## config.mk

```make
export PLATFORM = sky130hd
export DESIGN_NAME = quote_scheduler
export DESIGN_NICKNAME = d
export VERILOG_FILES = /design/src/rtl/quote_scheduler_pkg.sv /design/src/rtl/quote_scheduler_rr_arbiter.sv /design/src/rtl/quote_scheduler.sv
export SDC_FILE = /design/constraint.sdc
export NUM_CORES = 1
export LEC_CHECK = 0
export BUFFER_PORTS_ARGS = -buffer_cell sky130_fd_sc_hd__buf_2
export CAP_MARGIN = 15
export CORE_AREA = 5 5 299 301
export DETAILED_ROUTE_END_ITERATION = 10
export DIE_AREA = 0 0 304 306
export PLACE_DENSITY_LB_ADDON = 0.05
export RECOVER_POWER = 50
export SLEW_MARGIN = 30
export SYNTH_ARGS = -nofsm -noshare
export SYNTH_HDL_FRONTEND = slang
export SYNTH_SLANG_ARGS = --single-unit
```

## constraint.sdc

```tcl
create_clock -name i_clk -period 5 [get_ports i_clk]
set_input_delay 0.25 -clock i_clk [delete_from_list [all_inputs] [get_ports i_clk]]
set_output_delay 0.25 -clock i_clk [all_outputs]
set_load 0.01 [all_outputs]
```

## src/rtl/quote_scheduler_pkg.sv

```systemverilog
// ============================================================================
// quote_scheduler_pkg - shared FSM state type and defaults (rev 1.0)
// ============================================================================
`default_nettype none

package quote_scheduler_pkg;

  localparam int DEFAULT_TIMEOUT = 16;

  typedef enum logic [1:0] {
    ST_IDLE  = 2'd0,
    ST_ISSUE = 2'd1,
    ST_WAIT  = 2'd2,
    ST_DONE  = 2'd3
  } state_e;

endpackage

`default_nettype wire

```

## src/rtl/quote_scheduler_rr_arbiter.sv

```systemverilog
// ============================================================================
// rr_arbiter - round-robin grant search starting at a rotating pointer (rev 1.0)
// ============================================================================
`default_nettype none

module rr_arbiter #(
  parameter int NUM_REQ = 4,
  parameter int IDX_W   = $clog2(NUM_REQ)
) (
  input  logic [NUM_REQ-1:0] req_i,
  input  logic [IDX_W-1:0]   ptr_i,
  output logic [NUM_REQ-1:0] grant_o,
  output logic [IDX_W-1:0]   grant_idx_o
);

  logic             found;
  logic [IDX_W-1:0] idx;

  // NUM_REQ is a power of two, so the index sum wraps naturally.
  always_comb begin
    grant_o     = '0;
    grant_idx_o = '0;
    found       = 1'b0;
    idx         = '0;
    for (int k = 0; k < NUM_REQ; k++) begin
      idx = ptr_i + IDX_W'(k);
      if (!found && req_i[idx]) begin
        found        = 1'b1;
        grant_o[idx] = 1'b1;
        grant_idx_o  = idx;
      end
    end
  end

endmodule

`default_nettype wire

```

## src/rtl/quote_scheduler.sv

```systemverilog
// ============================================================================
// quote_scheduler - arbitrates strategy requests onto one quote-price unit (rev 1.0)
// ============================================================================
`default_nettype none

module quote_scheduler
  import quote_scheduler_pkg::*;
#(
  parameter int FP_WORD_SIZE = 64,
  parameter int DATA_WIDTH   = 32,
  parameter int NUM_REQ      = 4,
  parameter int TIMEOUT      = DEFAULT_TIMEOUT
) (
  input  logic                            i_clk,
  input  logic                            i_rst_n,
  input  logic [NUM_REQ-1:0]              i_req_valid,
  input  logic [NUM_REQ*FP_WORD_SIZE-1:0] i_req_ref_price,
  input  logic [NUM_REQ*FP_WORD_SIZE-1:0] i_req_spread,
  output logic [NUM_REQ-1:0]              o_req_ready,
  output logic [FP_WORD_SIZE-1:0]         o_qp_ref_price,
  output logic [FP_WORD_SIZE-1:0]         o_qp_spread,
  output logic                            o_qp_data_valid,
  input  logic [DATA_WIDTH-1:0]           i_qp_buy_price,
  input  logic [DATA_WIDTH-1:0]           i_qp_ask_price,
  input  logic                            i_qp_data_valid,
  output logic [DATA_WIDTH-1:0]           o_buy_price,
  output logic [DATA_WIDTH-1:0]           o_ask_price,
  output logic                            o_quote_valid,
  output logic [$clog2(NUM_REQ)-1:0]      o_quote_id,
  output logic                            o_timeout_err
);

  localparam int                IDX_W    = $clog2(NUM_REQ);
  localparam int                CNT_W    = $clog2(TIMEOUT + 1);
  localparam logic [CNT_W-1:0]  CNT_LAST = CNT_W'(TIMEOUT - 1);
  localparam logic [CNT_W-1:0]  CNT_ONE  = CNT_W'(1);
  localparam logic [IDX_W-1:0]  IDX_ONE  = IDX_W'(1);

  state_e                   state_q, state_d;
  logic [IDX_W-1:0]         rr_ptr_q, rr_ptr_d;
  logic [IDX_W-1:0]         grant_q, grant_d;
  logic [CNT_W-1:0]         wait_cnt_q, wait_cnt_d;
  logic [FP_WORD_SIZE-1:0]  ref_q, ref_d;
  logic [FP_WORD_SIZE-1:0]  spread_q, spread_d;
  logic [DATA_WIDTH-1:0]    buy_q, buy_d;
  logic [DATA_WIDTH-1:0]    ask_q, ask_d;

  logic [NUM_REQ-1:0]       arb_grant;
  logic [IDX_W-1:0]         arb_idx;

  rr_arbiter #(
    .NUM_REQ (NUM_REQ),
    .IDX_W   (IDX_W)
  ) u_rr_arbiter (
    .req_i       (i_req_valid),
    .ptr_i       (rr_ptr_q),
    .grant_o     (arb_grant),
    .grant_idx_o (arb_idx)
  );

  always_comb begin
    state_d         = state_q;
    rr_ptr_d        = rr_ptr_q;
    grant_d         = grant_q;
    wait_cnt_d      = wait_cnt_q;
    ref_d           = ref_q;
    spread_d        = spread_q;
    buy_d           = buy_q;
    ask_d           = ask_q;
    o_req_ready     = '0;
    o_qp_data_valid = 1'b0;
    o_quote_valid   = 1'b0;
    o_timeout_err   = 1'b0;

    case (state_q)
      ST_IDLE: begin
        o_req_ready = arb_grant;
        if (|i_req_valid) begin
          grant_d  = arb_idx;
          ref_d    = i_req_ref_price[int'(arb_idx)*FP_WORD_SIZE +: FP_WORD_SIZE];
          spread_d = i_req_spread[int'(arb_idx)*FP_WORD_SIZE +: FP_WORD_SIZE];
          state_d  = ST_ISSUE;
        end
      end
      ST_ISSUE: begin
        o_qp_data_valid = 1'b1;
        wait_cnt_d      = '0;
        state_d         = ST_WAIT;
      end
      ST_WAIT: begin
        // A result on the final wait cycle takes priority over the abort.
        if (i_qp_data_valid) begin
          buy_d   = i_qp_buy_price;
          ask_d   = i_qp_ask_price;
          state_d = ST_DONE;
        end else if (wait_cnt_q == CNT_LAST) begin
          o_timeout_err = 1'b1;
          rr_ptr_d      = grant_q + IDX_ONE;
          state_d       = ST_IDLE;
        end else begin
          wait_cnt_d = wait_cnt_q + CNT_ONE;
        end
      end
      ST_DONE: begin
        o_quote_valid = 1'b1;
        rr_ptr_d      = grant_q + IDX_ONE;
        state_d       = ST_IDLE;
      end
      default: state_d = ST_IDLE;
    endcase
  end

  always_ff @(posedge i_clk or negedge i_rst_n) begin
    if (!i_rst_n) begin
      state_q    <= ST_IDLE;
      rr_ptr_q   <= '0;
      grant_q    <= '0;
      wait_cnt_q <= '0;
      ref_q      <= '0;
      spread_q   <= '0;
      buy_q      <= '0;
      ask_q      <= '0;
    end else begin
      state_q    <= state_d;
      rr_ptr_q   <= rr_ptr_d;
      grant_q    <= grant_d;
      wait_cnt_q <= wait_cnt_d;
      ref_q      <= ref_d;
      spread_q   <= spread_d;
      buy_q      <= buy_d;
      ask_q      <= ask_d;
    end
  end

  assign o_qp_ref_price = ref_q;
  assign o_qp_spread    = spread_q;
  assign o_buy_price    = buy_q;
  assign o_ask_price    = ask_q;
  assign o_quote_id     = grant_q;

endmodule

`default_nettype wire

```

# == After elaboration in Yosys (flattened, before gate mapping) ==
# Index checks and enable logic that the tools add are counted.
# classes
shifts,2
addsub,5
reduce_logical,19
eq_ne,9
n_bitwise,3
n_lt_le_gt_ge,8
muxes,43
# op_table
operator,count
$shiftx A256 B9 Y64,2
$mux W4,5
$mux W2,9
$mux W1,16
$lt A2 B3 Y1 const B,4
$or A4 B4 Y4,3
$mux W5,2
$pmux W5 S2,1
$bmux W1 S2,4
$demux W1 S2,4
$ge A2 B1 Y1 const B,4
$ne A2 B2 Y1 const B,4
$pmux W2 S4,1
$logic_and A1 B1 Y1,7
$reduce_and A2 Y1,3
$reduce_and A3 Y1,2
$add A5 B1 Y5 const B,1
$eq A5 B4 Y1 const B,1
$add A2 B1 Y2 const B,2
$add A2 B2 Y2 const B,2
$eq A2 B2 Y1 const B,2
$pmux W2 S2,1
$reduce_bool A2 Y1,2
$reduce_or A4 Y1,1
other kinds (4),6
# totals
in_bits,583
reg_bits,203
wordCells,97

# == Logic depth before layout (Yosys ltp) ==
# depth
word_depth,13
depth_mapped,13
mapped_depth_nobuf,8

# == Hierarchy ==
# A second synthesis with hierarchy kept.
# unflattened
cells_unflattened,676
hier_area_um2,11220.8
# modules_own_cells
mod,area_each_um2,seq_area_each_um2,instances,cells_per_inst
quote_scheduler,10816.6,5079.9,1,628
rr_arbiter,404.1,0.0,1,48

# == Least setup slack after synthesis ==
# No wires, ideal clock.
# synth_timing
kind,register to register
start,register rr_ptr_q[0]
end,"register spread_q[54], in the netlist o_qp_spread[54]"
stages_incl_launch_ff,12
t_arrival_ns,2.832
setup_slack_ns,2.042
required_ns,4.874
setup_time_ns,0.126
synth_period_minus_slack_ns,2.958
n_path_buf,3
cell_sequence,dfrtp_1 > buf_2 > buf_2 > inv_1 > ha_1 > mux4_2 > nor2b_1 > buf_2 > o21a_4 > nor2_8 > mux2_4 > a221o_1
# synth_via
elab_chain_len,13
elab_cells_between_ends,25
# synth_lines
item,line,source
"start, declared",quote_scheduler.sv:40,"logic [IDX_W-1:0] rr_ptr_q, rr_ptr_d;"
"start signal, assigned",quote_scheduler.sv:125,rr_ptr_q <= rr_ptr_d;
"parallel branches: the longest is 11 deep, another holds $add A2 B1 Y2",--,
$mux W2 *,quote_scheduler_rr_arbiter.sv:27,if (!found && req_i[idx]) begin
$shiftx A256 B9 Y64 *,quote_scheduler.sv:81,spread_d = i_req_spread[int'(arb_idx)*FP_WORD_SIZE +: FP_WORD_SIZE];
"end signal, assigned",quote_scheduler.sv:129,spread_q <= spread_d;
"end, declared",quote_scheduler.sv:44,"logic [FP_WORD_SIZE-1:0] spread_q, spread_d;"
# Every way passes the cells marked *. The select of a mux whose other input is x is not followed.
# A chain may end at the register's enable or synchronous reset.

# == Worst setup path after layout ==
# layout_timing
start,register rr_ptr_q[1]
end,"register spread_q[62], in the netlist o_qp_spread[62]"
# Same word-level chain as after synthesis.

==> impl_metrics.ini <==
[run_status]
status = complete, but fails checks
violations = capacitance limit, slew limit

[logic_synthesis]
synth_mux_area_frac = 0.191
synth-async-reset-ratio = 1.00
syn_inst = 1013
synth_fa_ha_area_frac = 0.00993
synth.most_common_cell = dfrtp_1
synth_top_area_cell = dfrtp_1
synth_fp_nets = 1605
avgSynthCellArea_um2 = 11.2
synthFlopType = dfrtp_1
yosysWarnings = 0
synth_top_cell_area_share = 0.448
synth-seq-area-share = 0.448
synth_cell_types = 52
synth.area.top_cells = dfrtp_1, mux2i_1, a32oi_1
synth_compound_area_frac = 0.210
syn_area_um2 = 11300
yosys.area_share.simple = 0.0853
synth_top_family_by_area = compound AO/OA/AOI/OAI gates
synth_seq_cells = 203
synth_commonest_cells = dfrtp_1, mux2i_1, o211ai_1
synth-xor-area-share = 0.000773
synth_edf_count = 0

[critical_path]
path_cells = inv_1 -> ha_1 -> mux4_2 -> nor2b_1 -> o21ai_4 -> nand2_4 -> buf_4 -> a32oi_1 -> o211ai_1 -> dlygate4sd3_1
end_kind = flop
slowest_stage = dlygate4sd3_1
required_ns = 5.52
path_buf_inv = 3
critical_path.startpoint = rr_ptr_q[1]$_DFFE_PN0P_
cp.arrival_ns = 4.74
critPathMaxStageDelay_ns = 0.58
cp-start-kind = flop
crit_type = flop to flop
r2r-start = rr_ptr_q[1]$_DFFE_PN0P_
path_max_fanout = 38
cp_top_family = buffers and inverters

[flow_run]
max_cap_viol_count = 1

[placed_design]
dp_cells = 2878
port_buffers = 783
place_ws_ns = 1.35
routabilityCongestion = 0.768
placedInstanceArea_um2 = 16500
hpwl_mm = 55.8

[cts]
ctsResizeCount = 0
cts_max_path_buffers = 3
h-tree-depth = 1
clock_latency_ns = 0.59
cts-root-buf = clkbuf_16
cts_buffers = 31
clk_pin_slew_ns = 0.06
clock_sinks = 203
cts_tree = yes
post_cts_buffers = 0

[global_route]
antenna_found_initial = 36
grt_overflow = 0
grt_max_degree = 113
grt_use_total = 0.150
grt_first_pass_wirelength_mm = 106
grt_pass1_vias = 14919

[pwr]
cellPowerDensity_nw_per_um2 = 676
p_leak_nw = 9.18
vdd_drop_max_v = 0.000286
power_mw = 13.9

[detailed_routing]
top_layer = met5
met2WireLength_mm = 37.8
dr.pass1.iters = 4
drt_wl_total_mm = 73.1
ant_nets = 0
drt_iter0_markers = 616
avgViaCountPerCell = 4.06
num_vias = 13259
route.detailed.drc = 0
route.met3.wl_mm = 5.98
wl_per_cell_um = 22.4
wl_met1_mm = 27.8

[die]
rows = 108
start_util = 0.131
die_h_um = 306
die_area_um2 = 93000
dieWidth_um = 304
ios = 784
core_um2 = 86300

[layout]
multi_input_comb_area_um2 = 5670
area_growth_pct = 81.2
fin_area_um2 = 20500
final_nets = 2666
fill_cells = 9506
instances_no_fill = 3269
regArea_um2 = 5080
drive_above_1_share = 0.368
utilization = 0.238

[sta]
slew_viol_final = 48
finalSetupViolCount = 0
tns_ns = 0
fmax_ghz = 0.237
tightest_slew_ns = 3.27
setup_ws_ns = 0.785
relSlewSlack = -1.18
fin_crit_ns = 4.22
hold_violations = 0
post-route-period-util = 0.843
worst_clock_skew_ns = 0.0124
rsz0062_at_grt = no
hold_slack_ns = 0.0462

[worst_hold_path]
hp-start = i_req_spread[103]
min-delay-path-class = primary input to flop
==> sequential cells by signal, indices dropped and copies added, names as in the netlist <==
name            cells
wait_cnt_q          5
o_qp_ref_price     64
o_qp_spread        64
state_q             2
o_buy_price        32
o_ask_price        32
rr_ptr_q            2
o_quote_id          2
==> path summary, 6_finish.rpt <==
kind / endpoint / slack [ns] / depth (start not counted)
min in group asynchronous: o_qp_spread[50]$_DFFE_PN0P_ / 1.31 / 2
setup / recovery: o_qp_spread[62]$_DFFE_PN0P_ / 0.78 / 10
setup reg to reg: o_qp_spread[62]$_DFFE_PN0P_ / 0.78 / 10
hold / removal: o_qp_spread[39]$_DFFE_PN0P_ / 0.05 / 3
max in group asynchronous: o_qp_ref_price[44]$_DFFE_PN0P_ / 1.58 / 3
hold reg to reg: o_qp_spread[48]$_DFFE_PN0P_ / 0.50 / 2
==> where the power goes <==
part / switching (mW) / internal (mW) / leakage [nW] / total [mW]
clock: 0.909 / 1.33 / 0.521 / 2.24
sequential: 0.463 / 2.49 / 2.48 / 2.95
combinational: 4.81 / 3.88 / 6.18 / 8.69
==> cell usage in the layout (no fill, tap or decap), drive strengths merged, types with 2 or more instances in the layout <==
master / netlist / final
a21oi: 3 / 3
o211ai: 129 / 129
nand2b: 3 / 3
dlygate4sd3: 0 / 318
a22oi: 4 / 4
inv: 4 / 5
a221oi: 4 / 4
dfrtp: 203 / 203
nor3: 8 / 8
a32oi: 119 / 119
mux4: 4 / 4
and2: 2 / 2
nand3: 129 / 129
nor2b: 6 / 6
o21ai: 16 / 16
a22o: 7 / 7
mux2: 66 / 66
mux2i: 133 / 133
clkinv: 0 / 11
nor2: 15 / 15
diode: 0 / 15
nand2: 18 / 18
ha: 9 / 9
o21a: 2 / 2
clkbuf: 46 / 228
buf: 64 / 637
a211oi: 2 / 2
==> worst register-to-register path: cells and delay by family, from the launching register on <==
family	cells	cell delay [ns]
and+or+nand+nor	2	1.09
muxes	1	0.42
AOI/OAI and AO/OA	3	0.49
DFF	1	0.54
buffers and inverters	3	1.20
adders and majority gates	1	0.41
==> cell families after synthesis <==
| group | after synthesis |
|---|---|
| mux | 203 |
| simple gates | 188 |
| flops | 203 |
| compound gates | 295 |
| xor+xnor | 1 |
| fa+ha+maj | 9 |
| buf+inv | 114 |
==> per-layer routing <==
layer / up-vias / global-route usage
li1: 6199 / -
met1: 6438 / 0.169
met2: 494 / 0.278
met3: 102 / 0.0515
met4: 26 / 0.0242
met5: - / 0
==> area by class of cell <==
type                            instances  area share
Clock buffer                           45      0.0452
Antenna cell                           15     0.00183
Sequential cell                       203       0.247
Timing Repair Buffer                 1138       0.354
Tap cell                             1155      0.0704
Multi-Input combinational cell        696       0.276
Inverter                                4    0.000731
Clock inverter                         13     0.00475
==> what timing repair did <==
action | in CTS | in global routing
hold buffers | 318 | 0
setup endpoints to repair | 0 | 0
endpoints found under the hold margin | 237 | 0
No activity file was read; power rests on OpenSTA's default activity.
